$ cat src/rtl/hazard_control_unit_pkg.sv
// ---------------------------------------------------------------------------
// hazard_control_unit_pkg
// Shared definitions for the pipeline hazard control slice:
//   - hcu_state_e : control FSM state encoding (RUN=0, FLUSH=1, MEM_WAIT=2)
//   - HCU_REG_W   : width of register specifiers used in hazard compares
//   - opcode and nop constants used by the surrounding pipeline
// ---------------------------------------------------------------------------
package hazard_control_unit_pkg;

  localparam int HCU_REG_W = 5;

  typedef logic [HCU_REG_W-1:0] hcu_reg_t;

  typedef enum logic [1:0] {
    ST_RUN      = 2'd0,
    ST_FLUSH    = 2'd1,
    ST_MEM_WAIT = 2'd2
  } hcu_state_e;

  localparam logic [6:0]  OPC_LOAD   = 7'b0000011;
  localparam logic [6:0]  OPC_STORE  = 7'b0100011;
  localparam logic [6:0]  OPC_BRANCH = 7'b1100011;
  localparam logic [6:0]  OPC_OP     = 7'b0110011;
  localparam logic [6:0]  OPC_OP_IMM = 7'b0010011;
  localparam logic [31:0] NOP_INSTR  = 32'h0000_0013;

endpackage

$ cat src/rtl/hazard_control_unit_if.sv
// ---------------------------------------------------------------------------
// hazard_control_unit_if
// Groups the decode/execute/branch/memory status inputs and the stall/flush
// control outputs of the hazard control unit.
//   master : pipeline side, drives i_* and observes o_*
//   slave  : hazard control unit, observes i_* and drives o_*
// ---------------------------------------------------------------------------
interface hazard_control_unit_if;
  import hazard_control_unit_pkg::*;

  hcu_reg_t   i_dec_rs1;
  hcu_reg_t   i_dec_rs2;
  logic       i_dec_uses_rs2;
  logic       i_ex_valid;
  logic       i_ex_is_load;
  hcu_reg_t   i_ex_rd;
  logic       i_br_mispredict;
  logic       i_mem_busy;

  logic       o_fu_stall;
  logic       o_dec_stall;
  logic       o_dec_flush;
  logic       o_ex_bubble;
  logic [1:0] o_state;

  modport master (
    output i_dec_rs1, i_dec_rs2, i_dec_uses_rs2, i_ex_valid, i_ex_is_load,
           i_ex_rd, i_br_mispredict, i_mem_busy,
    input  o_fu_stall, o_dec_stall, o_dec_flush, o_ex_bubble, o_state
  );

  modport slave (
    input  i_dec_rs1, i_dec_rs2, i_dec_uses_rs2, i_ex_valid, i_ex_is_load,
           i_ex_rd, i_br_mispredict, i_mem_busy,
    output o_fu_stall, o_dec_stall, o_dec_flush, o_ex_bubble, o_state
  );

endinterface

$ cat src/rtl/hazard_control_unit_hazard_detect.sv
// ---------------------------------------------------------------------------
// hcu_hazard_detect
// Purely combinational load-use compare between the load in execute and the
// source registers of the instruction in decode.
//   i_ex_valid, i_ex_is_load, i_ex_rd : execute-stage load information
//   i_dec_rs1, i_dec_rs2              : decode source registers
//   i_dec_uses_rs2                    : rs2 is a real register operand
//   o_hazard                          : load-use hazard present this cycle
// ---------------------------------------------------------------------------
module hcu_hazard_detect
  import hazard_control_unit_pkg::*;
(
  input  logic     i_ex_valid,
  input  logic     i_ex_is_load,
  input  hcu_reg_t i_ex_rd,
  input  hcu_reg_t i_dec_rs1,
  input  hcu_reg_t i_dec_rs2,
  input  logic     i_dec_uses_rs2,
  output logic     o_hazard
);

  logic w_rs1Match;
  logic w_rs2Match;

  // x0 is hardwired to zero, so a load targeting it never creates a hazard;
  // rs2 only matters when decode really reads it as a register.
  always_comb begin
    w_rs1Match = (i_ex_rd == i_dec_rs1);
    w_rs2Match = i_dec_uses_rs2 & (i_ex_rd == i_dec_rs2);
    o_hazard   = i_ex_valid & i_ex_is_load & (i_ex_rd != '0) &
                 (w_rs1Match | w_rs2Match);
  end

endmodule

$ cat src/rtl/hazard_control_unit.sv
// ---------------------------------------------------------------------------
// hazard_control_unit
// Pipeline stall/flush controller. Arbitrates, in priority order, reset,
// branch mispredict flush, data-memory busy stall and load-use bubble.
//   clk, rst : pipeline clock, synchronous active-high reset
//   bus      : hazard_control_unit_if.slave (status in, stall/flush out)
//   o_stall_cycles, o_flush_cycles : performance counters, present only when
//                                    the HCU_PERF_CNT_EN macro is defined
// Parameter FLUSH_CYCLES (1..15): cycles o_dec_flush is held per mispredict.
// ---------------------------------------------------------------------------
module hazard_control_unit
  import hazard_control_unit_pkg::*;
#(
  parameter int FLUSH_CYCLES = 2
) (
  input  logic                 clk,
  input  logic                 rst,
  hazard_control_unit_if.slave bus
`ifdef HCU_PERF_CNT_EN
  ,
  output logic [31:0]          o_stall_cycles,
  output logic [31:0]          o_flush_cycles
`endif
);

  localparam logic [3:0] LP_RELOAD = 4'(FLUSH_CYCLES - 1);

  hcu_state_e r_state;
  hcu_state_e w_nextState;
  logic [3:0] r_flushCnt;
  logic [3:0] w_nextCnt;
  logic       w_hazard;
  logic       w_fuStall;
  logic       w_decStall;
  logic       w_decFlush;
  logic       w_exBubble;

  hcu_hazard_detect u_hazard_detect (
    .i_ex_valid     (bus.i_ex_valid),
    .i_ex_is_load   (bus.i_ex_is_load),
    .i_ex_rd        (bus.i_ex_rd),
    .i_dec_rs1      (bus.i_dec_rs1),
    .i_dec_rs2      (bus.i_dec_rs2),
    .i_dec_uses_rs2 (bus.i_dec_uses_rs2),
    .o_hazard       (w_hazard)
  );

  // State register and flush down-counter.
  always_ff @(posedge clk) begin
    if (rst) begin
      r_state    <= ST_RUN;
      r_flushCnt <= 4'd0;
    end else begin
      r_state    <= w_nextState;
      r_flushCnt <= w_nextCnt;
    end
  end

  // Next-state and Mealy outputs. A mispredict overrides every state; while
  // flushing, memory busy is deliberately ignored and picked up from RUN once
  // the flush ends. MEM_WAIT exits the same cycle busy drops, and a load-use
  // hazard still pending at that point is bubbled just as it would be in RUN.
  always_comb begin
    w_nextState = r_state;
    w_nextCnt   = r_flushCnt;
    w_fuStall   = 1'b0;
    w_decStall  = 1'b0;
    w_decFlush  = 1'b0;
    w_exBubble  = 1'b0;

    if (rst) begin
      w_decFlush  = 1'b1;
      w_exBubble  = 1'b1;
      w_nextState = ST_RUN;
      w_nextCnt   = 4'd0;
    end else if (bus.i_br_mispredict) begin
      w_decFlush = 1'b1;
      w_exBubble = 1'b1;
      if (LP_RELOAD == 4'd0) begin
        w_nextState = ST_RUN;
        w_nextCnt   = 4'd0;
      end else begin
        w_nextState = ST_FLUSH;
        w_nextCnt   = LP_RELOAD;
      end
    end else begin
      case (r_state)
        ST_FLUSH: begin
          w_decFlush = 1'b1;
          w_exBubble = 1'b1;
          if (r_flushCnt <= 4'd1) begin
            w_nextState = ST_RUN;
            w_nextCnt   = 4'd0;
          end else begin
            w_nextCnt = r_flushCnt - 4'd1;
          end
        end
        default: begin
          if (bus.i_mem_busy) begin
            w_fuStall   = 1'b1;
            w_decStall  = 1'b1;
            w_nextState = ST_MEM_WAIT;
          end else if (w_hazard) begin
            w_fuStall   = 1'b1;
            w_decStall  = 1'b1;
            w_exBubble  = 1'b1;
            w_nextState = ST_RUN;
          end else begin
            w_nextState = ST_RUN;
          end
        end
      endcase
    end
  end

  // Drive the interface outputs.
  always_comb begin
    bus.o_fu_stall  = w_fuStall;
    bus.o_dec_stall = w_decStall;
    bus.o_dec_flush = w_decFlush;
    bus.o_ex_bubble = w_exBubble;
    bus.o_state     = r_state;
  end

`ifdef HCU_PERF_CNT_EN
  // Stall/flush cycle counters; they wrap naturally and ignore reset cycles.
  always_ff @(posedge clk) begin
    if (rst) begin
      o_stall_cycles <= 32'd0;
      o_flush_cycles <= 32'd0;
    end else begin
      if (w_decStall) o_stall_cycles <= o_stall_cycles + 32'd1;
      if (w_decFlush) o_flush_cycles <= o_flush_cycles + 32'd1;
    end
  end
`endif

endmodule

$ cat src/flat_wrapper.sv
// flat-port wrapper written by rule: the top's interface ports become plain ports
module hazard_control_unit_flat import hazard_control_unit_pkg::*;
#(
  parameter int FLUSH_CYCLES = 2
)
  (clk, rst, bus_i_dec_rs1, bus_i_dec_rs2, bus_i_dec_uses_rs2, bus_i_ex_valid, bus_i_ex_is_load, bus_i_ex_rd, bus_i_br_mispredict, bus_i_mem_busy, bus_o_fu_stall, bus_o_dec_stall, bus_o_dec_flush, bus_o_ex_bubble, bus_o_state);
  hazard_control_unit_if bus_i ();
  input  logic clk;
  input  logic rst;
  input wire logic [$bits(bus_i.i_dec_rs1)-1:0] bus_i_dec_rs1;
  input wire logic [$bits(bus_i.i_dec_rs2)-1:0] bus_i_dec_rs2;
  input wire logic [$bits(bus_i.i_dec_uses_rs2)-1:0] bus_i_dec_uses_rs2;
  input wire logic [$bits(bus_i.i_ex_valid)-1:0] bus_i_ex_valid;
  input wire logic [$bits(bus_i.i_ex_is_load)-1:0] bus_i_ex_is_load;
  input wire logic [$bits(bus_i.i_ex_rd)-1:0] bus_i_ex_rd;
  input wire logic [$bits(bus_i.i_br_mispredict)-1:0] bus_i_br_mispredict;
  input wire logic [$bits(bus_i.i_mem_busy)-1:0] bus_i_mem_busy;
  output wire logic [$bits(bus_i.o_fu_stall)-1:0] bus_o_fu_stall;
  output wire logic [$bits(bus_i.o_dec_stall)-1:0] bus_o_dec_stall;
  output wire logic [$bits(bus_i.o_dec_flush)-1:0] bus_o_dec_flush;
  output wire logic [$bits(bus_i.o_ex_bubble)-1:0] bus_o_ex_bubble;
  output wire logic [$bits(bus_i.o_state)-1:0] bus_o_state;
  assign bus_i.i_dec_rs1 = bus_i_dec_rs1;
  assign bus_i.i_dec_rs2 = bus_i_dec_rs2;
  assign bus_i.i_dec_uses_rs2 = bus_i_dec_uses_rs2;
  assign bus_i.i_ex_valid = bus_i_ex_valid;
  assign bus_i.i_ex_is_load = bus_i_ex_is_load;
  assign bus_i.i_ex_rd = bus_i_ex_rd;
  assign bus_i.i_br_mispredict = bus_i_br_mispredict;
  assign bus_i.i_mem_busy = bus_i_mem_busy;
  assign bus_o_fu_stall = bus_i.o_fu_stall;
  assign bus_o_dec_stall = bus_i.o_dec_stall;
  assign bus_o_dec_flush = bus_i.o_dec_flush;
  assign bus_o_ex_bubble = bus_i.o_ex_bubble;
  assign bus_o_state = bus_i.o_state;
  hazard_control_unit #(.FLUSH_CYCLES(FLUSH_CYCLES)) u_core (.clk(clk), .rst(rst), .bus(bus_i));
endmodule
$ cat config.mk
export PLATFORM = sky130hd
export DESIGN_NAME = hazard_control_unit_flat
export DESIGN_NICKNAME = d
export VERILOG_FILES = /design/src/rtl/hazard_control_unit_pkg.sv /design/src/rtl/hazard_control_unit_if.sv /design/src/rtl/hazard_control_unit_hazard_detect.sv /design/src/rtl/hazard_control_unit.sv /design/src/flat_wrapper.sv
export SDC_FILE = /design/constraint.sdc
export NUM_CORES = 1
export LEC_CHECK = 0
export BUFFER_PORTS_ARGS = -buffer_cell sky130_fd_sc_hd__buf_2
export CAP_MARGIN = 20
export CORE_MARGIN = 5
export CORE_UTILIZATION = 30
export DETAILED_ROUTE_END_ITERATION = 7
export GPL_TIMING_DRIVEN = 0
export PLACE_DENSITY = 0.66
export REMOVE_ABC_BUFFERS = 1
export SLEW_MARGIN = 20
export SYNTH_ARGS = -nofsm -noshare
export SYNTH_HDL_FRONTEND = slang
export SYNTH_HIERARCHICAL = 1
export SYNTH_SLANG_ARGS = --single-unit
$ cat constraint.sdc
create_clock -name clk -period 1.85 [get_ports clk]
set_input_delay 0.2775 -clock clk [delete_from_list [all_inputs] [get_ports clk]]
set_output_delay 0.2775 -clock clk [all_outputs]
set_load 0.005 [all_outputs]
==> summary.txt <==
Routing
  • Via density: 4.99
  • WL/cell: 10.5 µm
  • Detailed Routing Iterations Pass 1: 4
  • DRC viols: 0
  • Final ANT Viol Nets: 0
  • Detailed-route wire length: approximately 1000 µm
  • Via count: 494
  • Initial drt markers: 10

Setup path
  • Arrival @ worst endpoint: 1.43 ns
  • Crit path required time: roughly 1.6 ns
  • Crit path kind: in2out
  • Crit Path Max Fanout: 3
  • CP Launch Type: input port
  • Critical path cell sequence: buf_2 -> or4_1 -> o211ai_2 -> a21oi_2 -> nor2_2 -> nor2_2 -> buf_2
  • Slowest stage delay, CP: 0.53 ns
  • CP endpoint kind: primary output
  • Slowest-stage cell, CP: or4_1
  • Critical R2R Launch: u_core/r_flushCnt[0]
  • Worst Setup SP: bus_i_ex_rd[2]

Clock network
  • TritonCTS clock tree: yes
  • Clock Latency Late Sink: 0.24 ns
  • Max clock buf depth: 2
  • Post-CTS Setup Repair Bufs: 0
  • Clk slew on worst S/H paths: 0.05 ns
  • TritonCTS Buffers: 3
  • Root Buffer: clkbuf_4
  • Clock sink total: 6
  • H-tree depth: 1

Placement
  • GP Congestion: slightly above 0.7
  • Port Buffers: 27
  • Detailed Place HPWL: 909 µm
  • Placement Setup Slack: 0.0481 ns
  • DP Cell Count: 96

Global route
  • GR Layer Usage met1: a little over a tenth
  • First-pass GRT wire length: about 1800 µm
  • Grt met2 use: a little over an eighth
  • Total grt overflow: 0
  • GR Layer Usage met3: under 10%
  • GRT Overall Usage: 9.13%
  • Initial antenna violation count: 0
  • GRT busiest layer: met2
  • Largest net degree at the start of global routing: 8
  • Number of global-route vias before repair: 430

Layout
  • Fin cells: 99
  • Final core utilization: between 40 and 50%
  • Antenna cell count: 0
  • Layout cells sized above 1: 48.2%
  • Nets@finish: 109
  • Area added between synthesis and finish: 37.9%

Synthesis
  • Number of synthesized flops with an enable pin: 0
  • Yosys top cell area share: 24.2%
  • Netlist Area Pre-Place: 495 µm²
  • Ys Warns: 6
  • Ys flop type: dfxtp_1
  • Post-synth top cells: xor2_1 (7), dfxtp_1 (6), a21oi_1 (4), inv_1 (4)
  • Mapped Avg Cell Area: around 9.2 µm²
  • Gate Count Post-Synth: 54
  • Synth area leaders: dfxtp_1 (24%), xor2_1 (12%), xnor2_1 (5.3%)
  • Async SR Flop Fraction: 0%
  • Most common cell in the synthesized netlist: xor2_1
  • Post-synth top area cell: dfxtp_1
  • Post-synthesis cell type count: 28
  • Seq cells post-synth: 6
  • Seq/Total Area, Yosys: 24.2%

STA
  • Crit share post-route: between 90% and 100%
  • Worst-Margin Slew: 0.256 ns
  • # setup viols final: 0
  • Skew final: 0.00463 ns
  • Worst Slack Setup Final: ~0.14 ns
  • Period minus WS final: 1.71 ns
  • Count of final max-slew check failures: 0
  • Hold Fails Final Rpt: 0
  • Max Freq: 586 MHz
  • Relative slew slack: 82.8%

Power and ir drop
  • Power Total: 364 µW
  • Leak pwr: between 0.0003 and 0.0004 µW
  • P per Cell Area: 532 mW/mm²
  • VDD IR max: 0.216 mV

Min path
  • Hold wc startpoint: rst
  • Min-Delay Path Class: in2reg

Floorplan
  • Site row count: 14
  • Io pins: 28
  • Die width: between 50 and 60 µm
  • DIE AREA: 0.00256 mm²
  • Die H: a little over 50 µm
  • Initial Util: 32.1%
  • Core region area: 0.00154 mm²

Run
  • Max cap viols: 0

Outcome
  • Outcome: completed
==> layout by cell type, fill, tap and decap left out, types with 2 or more instances in the layout <==
cell type	instances
a21oi_1	3
buf_2	25
clkbuf_4	3
dfxtp_1	6
ha_1	2
inv_1	4
mux2i_1	2
nand2_1	2
nand3_1	3
nor2_2	3
o21ai_0	2
xnor2_1	3
xor2_1	7
==> path summary, 6_finish.rpt <==
kind / to / depth (start not counted) / slack (ns)
worst max-delay path: bus_o_dec_stall / 7 / 0.14
worst min-delay path: u_core/r_flushCnt[0] / 2 / 0.23
worst max register to register: u_core/bus.o_state[0] / 5 / 0.57
worst min register to register: u_core/r_flushCnt[3] / 2 / 0.53
==> state kept, by name, summed over array words and instances, names as in the netlist <==
name	flops
u_core/bus.o_state	2
u_core/r_flushCnt	4
==> cell type report <==
cell class	instances	area (µm²)
Multi-Input combinational cell	43	362
Fill cell	158	858
Clock buffer	3	22.5
Sequential cell	6	120
Inverter	4	15.0
Tap cell	16	20.0
Timing Repair Buffer	27	144
==> per-layer routing <==
layer  routed length, µm  share of wire [%]
met1                 411                 40
met2                 478                 46
met3                 150                 14
met4                   0                  0
met5                   0                  0
==> cell families (layout without fill, tap and decap cells) <==
family	after synthesis	in the layout	share of synthesized area [%]
XOR/XNOR	10	10	17.7
adder cells (fa/ha/maj)	2	2	5.05
flip-flops	6	6	24.2
AND/OR/NAND/NOR	18	18	27.0
AO/OA/AOI/OAI	11	11	17.4
buffers and inverters	5	34	4.55
multiplexers	2	2	4.04
==> power breakdown <==
group	leakage, µW	internal (µW)	switching [µW]
clock	0.0000138	73.4	48.0
combinational	0.000243	54.3	46.5
sequential	0.0000491	135	6.55
total	0.000306	262	101
==> per-stage QoR <==
step | TNS [ns] | cell area, µm² | hold WS (ns)
after floorplan | 0 | 488 | 0.347
after global placement | 0 | 643 | 0.479
after detailed placement | 0 | 643 | 0.483
after CTS | 0 | 666 | 0.220
after global routing | -0.00223 | 683 | 0.228
final | 0 | 683 | 0.229
==> timing repair <==
action	CTS	global route
setup endpoints to repair	0	2
gates resized for setup	0	6
endpoints found under the hold margin	0	0
hold buffers	0	0
==> critical path, delay by kind of cell <==
kind,cells,cell delay [ns]
AOI/OAI and AO/OA,2,0.22
buffers and inverters,2,0.24
and+or+nand+nor,3,0.69
No activity file was read; power rests on OpenSTA's default activity.
